`src/rtl/regfile_wb_scheduler.sv`:
```
// regfile_wb_scheduler: owns the register-file write port.
// It round-robin arbitrates ALU/LSU write-back and keeps a pending-write
// scoreboard for RAW/WAW stalls at issue.
// Optional macro WB_FWD_EN adds same-cycle write-back forwarding outputs
// (qa1_fwd, qa2_fwd, fwd_data).
module regfile_wb_scheduler #(
  parameter int unsigned NREGS    = 32,
  parameter int unsigned ZERO_REG = 31
) (
  input  logic             clk,
  input  logic             rst,
  input  logic             alu_valid,
  input  logic [4:0]       alu_rd,
  input  logic [31:0]      alu_data,
  output logic             alu_ready,
  input  logic             lsu_valid,
  input  logic [4:0]       lsu_rd,
  input  logic [31:0]      lsu_data,
  output logic             lsu_ready,
  input  logic             iss_valid,
  input  logic [4:0]       iss_rd,
  output logic             iss_ready,
  input  logic [4:0]       qa1,
  input  logic [4:0]       qa2,
  output logic             qa1_busy,
  output logic             qa2_busy,
`ifdef WB_FWD_EN
  output logic             qa1_fwd,
  output logic             qa2_fwd,
  output logic [31:0]      fwd_data,
`endif
  output logic             WE,
  output logic [4:0]       WA,
  output logic [31:0]      WD,
  output logic [NREGS-1:0] pending,
  output logic             wb_err
);

  localparam logic [4:0] ZR = 5'(ZERO_REG);

  typedef enum logic {PRIO_ALU, PRIO_LSU} prio_t;

  prio_t            prio;
  logic             wb_fire;
  logic [4:0]       wb_rd;
  logic [31:0]      wb_data;
  logic [NREGS-1:0] pending_next;
  logic             iss_fire;

  // Grant selection; reset suppresses both readies so no handshake
  // can complete in a reset cycle.
  always_comb begin
    alu_ready = 1'b0;
    lsu_ready = 1'b0;
    if (!rst) begin
      if (alu_valid && (!lsu_valid || prio == PRIO_ALU))
        alu_ready = 1'b1;
      else if (lsu_valid)
        lsu_ready = 1'b1;
    end
  end

  // Mux the winning producer onto the write-back path.
  always_comb begin
    wb_fire = alu_ready | lsu_ready;
    wb_rd   = alu_ready ? alu_rd   : lsu_rd;
    wb_data = alu_ready ? alu_data : lsu_data;
  end

  // Round-robin pointer: after a grant, favour the other producer.
  always_ff @(posedge clk) begin
    if (rst)
      prio <= PRIO_ALU;
    else if (alu_ready)
      prio <= PRIO_LSU;
    else if (lsu_ready)
      prio <= PRIO_ALU;
  end

  // Registered write port; writes to the zero register are dropped and
  // leave WA/WD at their previous values.
  always_ff @(posedge clk) begin
    if (rst) begin
      WE <= 1'b0;
      WA <= '0;
      WD <= '0;
    end else begin
      WE <= 1'b0;
      if (wb_fire && wb_rd != ZR) begin
        WE <= 1'b1;
        WA <= wb_rd;
        WD <= wb_data;
      end
    end
  end

  // Issue gating: a destination already pending is a WAW stall.
  always_comb begin
    iss_ready = (iss_rd == ZR) ? 1'b1 : ~pending[iss_rd];
    iss_fire  = iss_valid & iss_ready & (iss_rd != ZR);
  end

  // Scoreboard next state: clear on the retiring write, set on issue.
  always_comb begin
    pending_next = pending;
    if (WE)
      pending_next[WA] = 1'b0;
    if (iss_fire)
      pending_next[iss_rd] = 1'b1;
  end

  // Scoreboard and sticky error register.
  always_ff @(posedge clk) begin
    if (rst) begin
      pending <= '0;
      wb_err  <= 1'b0;
    end else begin
      pending <= pending_next;
      if (WE && !pending[WA])
        wb_err <= 1'b1;
    end
  end

`ifdef WB_FWD_EN
  // Busy queries with forwarding of the write being retired this cycle.
  always_comb begin
    qa1_fwd  = WE && (WA == qa1) && (qa1 != ZR);
    qa2_fwd  = WE && (WA == qa2) && (qa2 != ZR);
    fwd_data = WD;
    qa1_busy = (qa1 != ZR) && pending[qa1] && !qa1_fwd;
    qa2_busy = (qa2 != ZR) && pending[qa2] && !qa2_fwd;
  end
`else
  // Busy queries straight from the scoreboard.
  always_comb begin
    qa1_busy = (qa1 != ZR) && pending[qa1];
    qa2_busy = (qa2 != ZR) && pending[qa2];
  end
`endif

endmodule

```
`config.mk`:
```
export PLATFORM = sky130hd
export DESIGN_NAME = regfile_wb_scheduler
export DESIGN_NICKNAME = d
export VERILOG_FILES = /design/src/rtl/regfile_wb_scheduler.sv
export SDC_FILE = /design/constraint.sdc
export NUM_CORES = 1
export LEC_CHECK = 0
export BUFFER_PORTS_ARGS = -buffer_cell sky130_fd_sc_hd__clkbuf_2
export CAP_MARGIN = 25
export CORE_AREA = 2 2 126 128
export DETAILED_ROUTE_END_ITERATION = 10
export DIE_AREA = 0 0 128 130
export PLACE_DENSITY = 0.61
export REMOVE_ABC_BUFFERS = 1
export SYNTH_ARGS = -nofsm -noshare
export SYNTH_HDL_FRONTEND = slang
export SYNTH_SLANG_ARGS = --single-unit
```
`constraint.sdc`:
```
create_clock -name clk -period 2.3 [get_ports clk]
set_input_delay 0.115 -clock clk [delete_from_list [all_inputs] [get_ports clk]]
set_output_delay 0.115 -clock clk [all_outputs]
set_load 0.02 [all_outputs]
```
==> flow_metrics.tcl <==
set metrics [dict create \
    outcome "completed" \
    synth_cell_types 42 \
    first_iter_violations 354 \
    drc_errors 0 \
    syn_to_final_growth_pct 30.9 \
    cp_common_cell "mux4_2" \
    p_leak_uw 0.00237 \
    clk_pin_slew_ps 60 \
    grt_setup_unrepaired "false" \
    cp-start-kind "flip-flop" \
    n_antenna_cell 0 \
    synth_top_family_by_area "multiplexers" \
    dr.pass1.iters 6 \
    syn_area_mm2 0.00450 \
    r2r_start "pending[29]$_SDFF_PP0_" \
    drive_gt1_share_pct 40.7 \
    placedCellCount 786 \
    relSlewSlack_pct 59.8 \
    vdd_ir_drop_max_v 0.000315 \
    hold_buffers 0 \
    cts_tree "done" \
    power.density_mw_per_mm2 601 \
    drv_slew 0 \
    worstPathCellList "mux4_2 -> mux4_2 -> mux2_2 -> clkbuf_2" \
    clockBufferDepth 2 \
    worst_slack_ps 85.0 \
    synth-xor-area-share_pct 0 \
    min_period_ps 2220 \
    tns_ps 0 \
    ant_nets 0 \
    synth_compound_area_share_pct 22.7 \
    clockRootBuffer "clkbuf_16" \
    fin_hold_ws_ps 79.0 \
    worstSetupStartpoint "pending[3]$_SDFF_PP0_" \
    antenna_found_initial 0 \
    slowest_delay_ps 500 \
    fin_nets 699 \
    fin_crit_sh_pct 96.3 \
    dr_total_vias 4656 \
    syn_inst 452 \
    yosysWarnings 0 \
    dpl.hpwl_mm 11.9 \
    grt_pass1_wl_mm 24.9 \
    wire_per_inst_um 19.9 \
    grt_max_degree 66 \
    syn_avg_cell_area_um2 9.95 \
    overflow 0 \
    end_kind "output port" \
    skew_ps 4.24 \
    min_from "lsu_rd[0]" \
    placed_cell_area_mm2 0.00558 \
    portBuffers 169 \
    pin_count 170 \
    instances_no_fill 802 \
    fp.dieW_um 128 \
    avgViaCountPerCell 5.81 \
    worst-setup-path-type "reg -> out" \
    track_usage_pct 19.3 \
    routed_wl_mm 16.0 \
    design_area_mm2 0.00589 \
    core-area_mm2 0.0154 \
    required_ps 2180 \
    ff2ff_setup_slack_ps 330 \
    post-cts-setup-buffer-count 0 \
    worst_pin_slew_ps 603 \
    cts_num_sinks 72 \
    first_global_vias 4614 \
    finalSetupViolations 0 \
    seq_area_frac_synth_pct 32.0 \
    crit_arrival_ps 2100 \
    r2r_cells 5 \
    die_h_um 130 \
    fillers 1550 \
    start_util_pct 29.2 \
    hold_viol_final 0 \
    rows 46 \
    insertion_delay_ps 340 \
    maxCapViolations 0 \
    max_clock_freq_mhz 451 \
    yosys-mux-area-fraction_pct 26.6 \
    synth_fa_ha_area_share_pct 0 \
    path_max_fanout 6 \
    ys_ff_latch 72 \
    cp_slowest_cell "mux4_2" \
    r2r-end "pending[27]$_SDFF_PP0_" \
    synthSimpleGateAreaFrac_pct 13.5 \
    dieArea_mm2 0.0166 \
    cts_buffers 9 \
    gp_congestion 0.968 \
    htree_levels 3 \
    hp-class "in -> reg" \
    dp_slack_ps 335 \
    crit_end "qa2_busy" \
]
-- critical path: cells and delay by family (launching register included) --
| family | cells | cell delay, ps |
|---|---|---|
| buffers and inverters | 1 | 150 |
| flip-flops | 1 | 390 |
| multiplexers | 3 | 1220 |
-- logic make-up (layout without fill, tap and decap cells) --
group / after synthesis / count (layout)
AOI/OAI and AO/OA: 142 / 142
and+or+nand+nor: 102 / 102
muxes: 82 / 82
DFF: 72 / 72
buffers and inverters: 54 / 212
-- per-stage QoR --
stage	util (%)	total power (uW)
after global routing	38.2	3710
after global placement	36.2	2130
after detailed placement	36.2	2140
final	38.2	3540
after CTS	38.1	3580
after floorplan	-	1820
-- sequential cells by signal, indices dropped and copies added, names as in the netlist --
| signal | cells |
|---|---|
| WA | 5 |
| WD | 32 |
| WE | 1 |
| pending | 32 |
| prio | 1 |
| wb_err | 1 |
-- metal layers --
metal,global-route usage [%],share of wire (%),vias to the layer above,wire length (um)
li1,-,-,2101,-
met1,24.0,41,2202,6600
met2,30.5,45,316,7190
met3,5.70,10,37,1660
met4,9.89,3.3,0,520
met5,0,0,-,0
-- area by class of cell --
type / instances / area (um2) / area share (%)
Sequential cell: 72 / 1440 / 24.5
Multi-Input combinational cell: 326 / 2850 / 48.4
Clock inverter: 3 / 40.0 / 0.680
Inverter: 4 / 15.0 / 0.255
Clock buffer: 13 / 260 / 4.42
Timing Repair Buffer: 192 / 1040 / 17.7
Tap cell: 192 / 240 / 4.08
-- timing repair --
action                                  CTS  global route
hold endpoints to repair                  0             0
resized for setup                         0             2
endpoints found under the setup margin    0             2
-- layout by cell type (no fill, tap or decap), types with 2 or more instances in the layout --
cell type  count
mux2i_1       47
nand3b_1      19
or3b_2         2
buf_4         21
buf_12         2
clkbuf_8       2
clkbuf_16      9
nor3_1         2
o22ai_1        4
and3b_1        2
mux4_2        27
clkinv_2       2
dfxtp_1       71
inv_1          4
nor2_1         4
nand2b_1       2
nor2b_1       27
nand3_1       10
clkbuf_1       2
nand2_1       21
clkbuf_2     169
mux2_2         6
a22oi_1        2
o31ai_1       15
mux4_1         2
a211oi_1      36
and3_1         4
nor3b_1        4
a221oi_1      36
a21oi_1        2
o21ai_0       36
-- power by group --
part	switching [uW]	internal, uW
logic	405	308
registers	81.8	1320
clock network	527	896
total	1010	2530
-- synthesized netlist by cell type (all sizes together) --
cell	instances	area share (%)
o2111ai	1	0.19
o31a	1	0.19
a211oi	37	6.2
nand3	11	1.3
a2bb2oi	1	0.19
a22o	1	0.19
or3	1	0.14
dfxtp	72	32
nand3b	19	3.2
nand4	1	0.14
and3	4	0.56
inv	4	0.33
nand2b	2	0.28
a221oi	36	7.0
or3b	2	0.39
o22ai	4	0.56
o221a	1	0.25
mux2i	47	10
nand2	21	1.8
o21ba	1	0.22
a22oi	2	0.33
nor3	2	0.22
a31oi	1	0.14
and3b	2	0.39
nand4b	1	0.19
o31ai	15	2.5
o32ai	1	0.19
a21oi	3	0.33
nor2	4	0.33
nor3b	5	0.83
mux2	6	1.5
o21ai	36	4.0
clkbuf	33	2.8
o2bb2ai	1	0.19
mux4	29	15
buf	17	2.1
nor2b	27	3.8
-- worst min path at each step --
stage,slack (ps),to,cells past startpoint
3_3_place_gp,430,WA[0]$_SDFFE_PP0P_,2
3_5_place_dp,420,WA[0]$_SDFFE_PP0P_,2
5_1_grt,80,WA[0]$_SDFFE_PP0P_,2
4_1_cts,60,WA[0]$_SDFFE_PP0P_,2
6_report,80,WA[0]$_SDFFE_PP0P_,2
2_1_floorplan,190,WA[1]$_SDFFE_PP0P_,1
Note: power is estimated with default switching activity, not from simulation.
